==> config.mk <==
export PLATFORM = sky130hd
export DESIGN_NAME = dmem_arbiter
export DESIGN_NICKNAME = d
export VERILOG_FILES = /design/src/rtl/dmem_arb_pkg.sv /design/src/rtl/rr_arbiter2.sv /design/src/rtl/dmem_arbiter.sv
export SDC_FILE = /design/constraint.sdc
export NUM_CORES = 1
export LEC_CHECK = 0
export CAP_MARGIN = 30
export CORE_AREA = 2 2 119 121
export CTS_BUF_LIST = sky130_fd_sc_hd__clkbuf_8
export DETAILED_ROUTE_END_ITERATION = 12
export DIE_AREA = 0 0 121 123
export GPL_TIMING_DRIVEN = 0
export PLACE_DENSITY = 0.87
export SLEW_MARGIN = 20
export SYNTH_ARGS = -nofsm -noshare
export SYNTH_HDL_FRONTEND = slang
export SYNTH_SLANG_ARGS = --single-unit
export TNS_END_PERCENT = 50
==> constraint.sdc <==
create_clock -name clk -period 5.3 [get_ports clk]
set_input_delay 1.06 -clock clk [delete_from_list [all_inputs] [get_ports clk]]
set_output_delay 1.06 -clock clk [all_outputs]
set_load 0.02 [all_outputs]
==> src/rtl/dmem_arb_pkg.sv <==
// Shared types and constants for the data-memory arbiter.
package dmem_arb_pkg;

    typedef enum logic [1:0] {
        IDLE,
        ACCESS,
        RESP
    } arb_state_t;

    localparam logic MEMTYPE_BYTE = 1'b1;
    localparam logic MEMTYPE_WORD = 1'b0;

    // Top of the 128 KiB data memory window.
    localparam logic [31:0] DEFAULT_ADDR_MAX = 32'h0001_FFFF;

endpackage

==> src/rtl/rr_arbiter2.sv <==
// Two-way round-robin arbiter: a lone requester always wins; on a tie the
// port that did not win last time is granted. History advances only on en.
module rr_arbiter2 (
    input  logic       clk,
    input  logic       rst,
    input  logic [1:0] req,
    input  logic       en,
    output logic [1:0] gnt
);

    logic last_grant;

    // Combinational one-hot grant from current requests and grant history.
    always_comb begin
        gnt = 2'b00;
        case (req)
            2'b01:   gnt = 2'b01;
            2'b10:   gnt = 2'b10;
            2'b11:   gnt = last_grant ? 2'b01 : 2'b10;
            default: gnt = 2'b00;
        endcase
    end

    // Grant history; reset to 1 so port 0 wins the first tie.
    always_ff @(posedge clk) begin
        if (rst) begin
            last_grant <= 1'b1;
        end else if (en) begin
            last_grant <= gnt[1];
        end
    end

endmodule

==> src/rtl/dmem_arbiter.sv <==
// Shares one byte-addressed data memory between the CPU LSU (port 0) and a
// loader/debug port (port 1). One transaction at a time:
// IDLE (handshake) -> ACCESS (single memory cycle) -> RESP (held until taken).
module dmem_arbiter
    import dmem_arb_pkg::*;
#(
    parameter int               WIDTH    = 32,
    parameter logic [WIDTH-1:0] ADDR_MAX = WIDTH'(DEFAULT_ADDR_MAX)
) (
    input  logic             clk,
    input  logic             rst,

    input  logic             p0_req_valid,
    output logic             p0_req_ready,
    input  logic             p0_we,
    input  logic             p0_memtype,
    input  logic [WIDTH-1:0] p0_addr,
    input  logic [WIDTH-1:0] p0_wdata,
    output logic             p0_resp_valid,
    input  logic             p0_resp_ready,
    output logic [WIDTH-1:0] p0_rdata,
    output logic             p0_err,

    input  logic             p1_req_valid,
    output logic             p1_req_ready,
    input  logic             p1_we,
    input  logic             p1_memtype,
    input  logic [WIDTH-1:0] p1_addr,
    input  logic [WIDTH-1:0] p1_wdata,
    output logic             p1_resp_valid,
    input  logic             p1_resp_ready,
    output logic [WIDTH-1:0] p1_rdata,
    output logic             p1_err,

    output logic             mem_we,
    output logic             mem_memtype,
    output logic [WIDTH-1:0] mem_addr,
    output logic [WIDTH-1:0] mem_wdata,
    input  logic [WIDTH-1:0] mem_rdata
);

    // A word touches addr..addr+3, so its last legal start is ADDR_MAX-3.
    function automatic logic range_err(input logic mt, input logic [WIDTH-1:0] a);
        if (mt == MEMTYPE_BYTE) begin
            return a > ADDR_MAX;
        end
        return a > (ADDR_MAX - WIDTH'(3));
    endfunction

    // Byte loads are zero-extended from the low lane.
    function automatic logic [WIDTH-1:0] load_data(input logic mt, input logic [WIDTH-1:0] rd);
        if (mt == MEMTYPE_BYTE) begin
            return {{(WIDTH-8){1'b0}}, rd[7:0]};
        end
        return rd;
    endfunction

    arb_state_t       state;
    arb_state_t       state_next;
    logic [1:0]       gnt;
    logic             handshake;
    logic             owner_resp_ready;

    logic             sel_we;
    logic             sel_memtype;
    logic [WIDTH-1:0] sel_addr;
    logic [WIDTH-1:0] sel_wdata;

    logic             req_port_p1;
    logic             req_err_p1;
    logic             req_we_p1;
    logic             req_memtype_p1;
    logic [WIDTH-1:0] req_addr_p1;
    logic [WIDTH-1:0] req_wdata_p1;

    logic             resp_err_p2;
    logic [WIDTH-1:0] resp_rdata_p2;

    rr_arbiter2 u_rr (
        .clk (clk),
        .rst (rst),
        .req ({p1_req_valid, p0_req_valid}),
        .en  (handshake),
        .gnt (gnt)
    );

    assign handshake        = (state == IDLE) && !rst && (gnt != 2'b00);
    assign owner_resp_ready = req_port_p1 ? p1_resp_ready : p0_resp_ready;

    assign sel_we      = gnt[1] ? p1_we      : p0_we;
    assign sel_memtype = gnt[1] ? p1_memtype : p0_memtype;
    assign sel_addr    = gnt[1] ? p1_addr    : p0_addr;
    assign sel_wdata   = gnt[1] ? p1_wdata   : p0_wdata;

    // State register.
    always_ff @(posedge clk) begin
        if (rst) begin
            state <= IDLE;
        end else begin
            state <= state_next;
        end
    end

    // Next-state logic and all handshake / memory-side outputs.
    always_comb begin
        state_next    = state;
        p0_req_ready  = 1'b0;
        p1_req_ready  = 1'b0;
        p0_resp_valid = 1'b0;
        p1_resp_valid = 1'b0;
        p0_rdata      = '0;
        p1_rdata      = '0;
        p0_err        = 1'b0;
        p1_err        = 1'b0;
        mem_we        = 1'b0;
        mem_memtype   = 1'b0;
        mem_addr      = '0;
        mem_wdata     = '0;
        case (state)
            IDLE: begin
                p0_req_ready = gnt[0] & ~rst;
                p1_req_ready = gnt[1] & ~rst;
                if (handshake) begin
                    state_next = ACCESS;
                end
            end
            ACCESS: begin
                mem_we      = req_we_p1 & ~req_err_p1 & ~rst;
                mem_memtype = req_memtype_p1;
                mem_addr    = req_addr_p1;
                mem_wdata   = req_wdata_p1;
                state_next  = RESP;
            end
            RESP: begin
                if (req_port_p1) begin
                    p1_resp_valid = 1'b1;
                    p1_rdata      = resp_rdata_p2;
                    p1_err        = resp_err_p2;
                end else begin
                    p0_resp_valid = 1'b1;
                    p0_rdata      = resp_rdata_p2;
                    p0_err        = resp_err_p2;
                end
                if (owner_resp_ready) begin
                    state_next = IDLE;
                end
            end
            default: state_next = IDLE;
        endcase
    end

    // Stage 1: request register, loaded on the accepting handshake.
    always_ff @(posedge clk) begin
        if (handshake) begin
            req_port_p1    <= gnt[1];
            req_err_p1     <= range_err(sel_memtype, sel_addr);
            req_we_p1      <= sel_we;
            req_memtype_p1 <= sel_memtype;
            req_addr_p1    <= sel_addr;
            req_wdata_p1   <= sel_wdata;
        end
    end

    // Stage 2: response register, captured at the end of the ACCESS cycle.
    always_ff @(posedge clk) begin
        if (state == ACCESS) begin
            resp_err_p2   <= req_err_p1;
            resp_rdata_p2 <= (req_we_p1 || req_err_p1) ? '0
                                                       : load_data(req_memtype_p1, mem_rdata);
        end
    end

endmodule

### Word level (Yosys, flattened, before mapping)

Cells that the tools add are included.

* logic and storage cells: 68
* register bits after elaboration: 104
* input bits: 170
* output and inout port bits: 136

* muxes and demuxes: 36
* reduce and logical (&&, ||, !) cells: 7
* equality and inequality tests: 7
* order comparisons: 2
* bitwise gates (word level): 6

Operators by type and width (count)
* 32-bit two-way mux: 10
* 32-bit by 17-bit > comparator with 1-bit output (second input constant): 2
* 1-bit two-way mux: 21
* 2-bit one-hot mux with 3 select lines: 2
* 2-bit equality test (second input constant): 3
* 2-bit two-way mux: 3
* 1-bit AND: 4
* 2-bit by 1-bit equality test with 1-bit output (second input constant): 2
* 2-bit != test (second input constant): 2
* 1-bit logical AND: 2
* 2-bit logical NOT: 1
* 1-bit inverter: 2
* 2-bit AND reduction: 1
* 2-bit nonzero test: 1
* 1-bit logical NOT: 1
* 1-bit logical OR: 1

### Depth between registers and ports, before layout

* word-level depth: 6
* depth in mapped cells: 6
* mapped depth without buffers: 4

### Cells and area by module

Synthesis repeated with hierarchy kept, for this count alone.

* cell total of the unflattened synthesis: 416
* area, all modules: 5297.6 µm²

By module, submodules not included
* dmem_arbiter: seq. area each 3072.9 µm², times used 1, area each 5243.8 µm², cells an instance 410
* rr_arbiter2: seq. area each 20.0 µm², times used 1, area each 53.8 µm², cells an instance 6

### Worst setup path after synthesis

OpenSTA, ideal clock, no wires.

* path kind: input -> register
* start: input port rst
* end: register req_addr_p1[0] (enable)
* stages: 3
* data required time: 4.878 ns
* arrival time: 2.764 ns
* buffers on the path: 0
* path slack: 2.115 ns
* path through: nor3_1 > o21ai_0 > inv_1

* cells in the longest elaborated chain, start to end: 3

RTL lines
* start: declaration: line dmem_arbiter.sv:11 `input logic rst,`
* 1-bit logical NOT: line dmem_arbiter.sv:87 `assign handshake = (state == IDLE) && !rst && (gnt != 2'b00);`
* 1-bit logical AND (2 in series): line dmem_arbiter.sv:87
* named net handshake: line dmem_arbiter.sv:61 `logic handshake;`
* end signal: assignment: line dmem_arbiter.sv:159 `req_addr_p1 <= sel_addr;`
* end: declaration: line dmem_arbiter.sv:73 `logic [WIDTH-1:0] req_addr_p1;`

The timed path passes the listed nets, and every way through them passes these cells.
A chain may end at the register's enable or synchronous reset.

### Worst setup path in the final report

* start: input port p1_req_valid
* end: output port p1_req_ready

* cells in the longest elaborated chain, start to end: 4
* elaborated cells between the ends (all ways): 6
* classes of those cells: eq/ne: 3; mux: 2; bitwise: 1

RTL lines
* start: declaration: line dmem_arbiter.sv:24 `input logic p1_req_valid,`
* 2-bit equality test or 2-bit by 1-bit equality test with 1-bit output (tied branches): line rr_arbiter2.sv:16 `case (req)`
* 2-bit one-hot mux with 3 select lines (*): line rr_arbiter2.sv:16
* 1-bit AND (*): line dmem_arbiter.sv:122 `p1_req_ready = gnt[1] & ~rst;`
* 1-bit two-way mux (*): line dmem_arbiter.sv:119 `case (state)`
* end: declaration: line dmem_arbiter.sv:25 `output logic p1_req_ready,`

Mark *: on every way between the ends. The rest lies on a longest branch, timed or not.

==> flow_summary.toml <==
[final_layout]
fill_cells = 1024
area_growth_syn_to_layout_pct = 67.13
regArea_mm2 = 0.003093
drive_gt1_frac = 0.1358
nets = 894
final_common_cell = "clkdlybuf4s50_1"
diodes = 0
multi_input_area_mm2 = 0.002043
most-common-layout-cells = "clkdlybuf4s50_1 (305), and2_1 (131), edfxtp_1 (101), mux2_2 (66), and3_1 (34)"

[setup_path]
worst_setup_path_end_kind = "output port"
r2r_slack_ns = 3.54
crit_arrival_ns = 2.89
cpLargestDelayFamily = "buffers and inverters"
r2r_end = "req_wdata_p1[1]"
path_buf_inv = 4
cp_max_fo = 10
cp-start-kind = "primary input"
rr_worst_depth = 4
cp_slowest_cell = "clkdlybuf4s50_1"
critPathMaxStageDelay_ns = 0.62
cp.required_ns = 4.24
timing.rr.start = "state[0]"
crit_chain = "clkdlybuf4s50_1 > a21boi_1 > buf_6 > buf_6 > and2_4 > clkdlybuf4s50_1"
critPathKind = "in2out"

[hold_path]
hold_start = "u_rr.last_grant"
hold-path-endpoint = "u_rr.last_grant"
holdCritPathClass = "reg2reg"
holdPathStages = 1

[placed_design]
gp_congestion = 0.8233
detailedPlace.worstSlack_ns = 1.359
dpl.hpwl_um = 12850
io_buffers = 305

[power]
p_total_w = 0.002030
vdd_drop_max_mv = 0.1510
p_leak_nw = 3.253
power.density_mw_per_mm2 = 229.7

[cts]
cts_tree = "yes"
clk_pin_slew_ns = 0.10
hold_buffers = 0
htree_num_levels = 3
cts_root_buf = "clkbuf_8"
cts_resized = 0
cts_buffers = 9
cts.sinks = 104
cts_setup_buffers = 0
clk_latency_ns = 0.37
ctsLongestPathBuffers = 2

[routing]
dr_wl_met2_um = 8371
wl_per_cell_um = 17.82
num_vias = 4442
wl_met3_um = 1448
drc = 0
route.layer.met1.wl_um = 6056
top_layer = "met4"
drtIter0Drc = 203
viasPerCell = 4.887
routed_wl_um = 16200
ant_nets = 0
dr.pass1.iters = 4

[global_routing]
grtUsageTotal = 0.2116
antenna_found_initial = 0
overflow = 0
grt_pass1_wl_um = 24030
grt_max_degree = 63
grt_pass1_vias = 4649

[timing]
relSlewSlack = 0.5624
fin_tns_setup_ns = 0
slew_violations = 0
min_period_ns = 3.950
setup_viol = 0
setup_slack_ns = 1.350
min_period_over_period = 0.7453
hold_ws_ns = 0.4865
timing_hold_violations_final = 0
rsz0062_at_grt = "false"
fmax_mhz = 253.2
skew_ns = 0.01232
worst_slew_pin_slew_ns = 0.6496

[logic_synthesis]
syn_avg_cell_area_um2 = 13.02
syn_nets = 576
yosysSeqAreaShare = 0.5850
synth_top_cell_area_share = 0.5736
synth.distinct_cells = 29
synth_area_leader_cell = "edfxtp_1"
yosys_warnings = 0
syn_area_mm2 = 0.005288
synthTopCellsByArea = "edfxtp_1 (57%), and2_1 (15%), mux2_2 (14%)"
synth_seq_cells = 104
syn_inst = 406

[floorplanning]
fp.coreArea_mm2 = 0.01361
die_area_mm2 = 0.01488
die_h_um = 123
start_util = 0.3885
rows = 43
die_x_um = 121
pin_count = 306

[run_status]
status = "completed"

[job]
drv_cap = 0
[cell families (layout without fill, tap and decap cells)]
logic type	after synthesis	after routing	share of synthesized area
mux	67	67	0.1425
simple gates	198	198	0.2340
compound gates	8	8	0.009938
flops	104	104	0.5850
buf+inv	29	352	0.02863
[state kept, by name, indices dropped and copies added (netlist names)]
name,count
req_addr_p1,32
state,2
req_memtype_p1,1
resp_rdata_p2,32
req_we_p1,1
req_wdata_p1,32
req_err_p1,1
resp_err_p2,1
u_rr.last_grant,1
req_port_p1,1
[where the power goes]
part | switching (W) | total [W] | internal (W)
registers | 0.0000176 | 0.000996 | 0.000978
clock network | 0.000274 | 0.000537 | 0.000263
logic | 0.000218 | 0.000496 | 0.000278
total | 0.000510 | 0.00203 | 0.00152
[stage by stage]
step / util / cell area [um2] / cells
after floorplan: - / 5288 / 406
after global routing: 0.6492 / 8837 / 909
final: 0.6492 / 8837 / 909
after global placement: 0.6293 / 8566 / 891
after detailed placement: 0.6336 / 8625 / 893
after CTS: 0.6492 / 8837 / 909
[how the worst max path moves through the flow]
| stage | slack (ns) | to | cells after the start | from |
|---|---|---|---|---|
| floorplan | 2.11 | req_addr_p1[0] | 3 | rst |
| global placement | 1.0 | req_wdata_p1[5] | 4 | rst |
| detailed placement | 1.36 | p1_req_ready | 6 | p1_req_valid |
| CTS | 1.34 | p1_req_ready | 6 | p1_req_valid |
| global route | 1.22 | p0_req_ready | 5 | rst |
| finish | 1.35 | p1_req_ready | 6 | p1_req_valid |
[final cells by class]
cell class | instances | share of cell area
clock inverters | 7 | 0.01005
inverters | 2 | 0.001133
well taps | 180 | 0.02548
plain buffers | 27 | 0.01642
multi-input cells | 273 | 0.2312
repair buffers | 307 | 0.3517
flip-flops and latches | 104 | 0.3500
clock buffers | 9 | 0.01402
[worst reg2reg max path, delay by kind of cell, from the launching register on]
kind | cells | cell delay [ns]
buffers and inverters | 2 | 0.51
AO/OA/AOI/OAI | 1 | 0.30
AND/OR/NAND/NOR | 1 | 0.24
flip-flops | 1 | 0.33
[routing by layer]
layer  vias to the layer above  global-route usage
met2                       231              0.3915
met5                         -                   0
met4                         0             0.07558
met1                      2092              0.2294
met3                        28             0.06227
li1                       2091                   -
[cell usage after synthesis]
| cell type | n |
|---|---|
| a211o_1 | 1 |
| a21boi_1 | 1 |
| a21oi_1 | 2 |
| a22oi_1 | 1 |
| a41oi_1 | 1 |
| and2_1 | 131 |
| and2_4 | 1 |
| and2b_1 | 1 |
| and2b_2 | 1 |
| and2b_4 | 1 |
| and3_1 | 34 |
| and4_1 | 3 |
| and4b_1 | 1 |
| buf_2 | 4 |
| buf_4 | 6 |
| buf_6 | 2 |
| clkbuf_1 | 15 |
| dfxtp_1 | 3 |
| edfxtp_1 | 101 |
| inv_1 | 2 |
| mux2_2 | 66 |
| mux2i_1 | 1 |
| nand4_1 | 5 |
| nand4b_1 | 1 |
| nor2_1 | 8 |
| nor3_1 | 4 |
| nor4_1 | 7 |
| o21ai_0 | 1 |
| o21ai_1 | 1 |
Power figures use the tool's default switching activity.
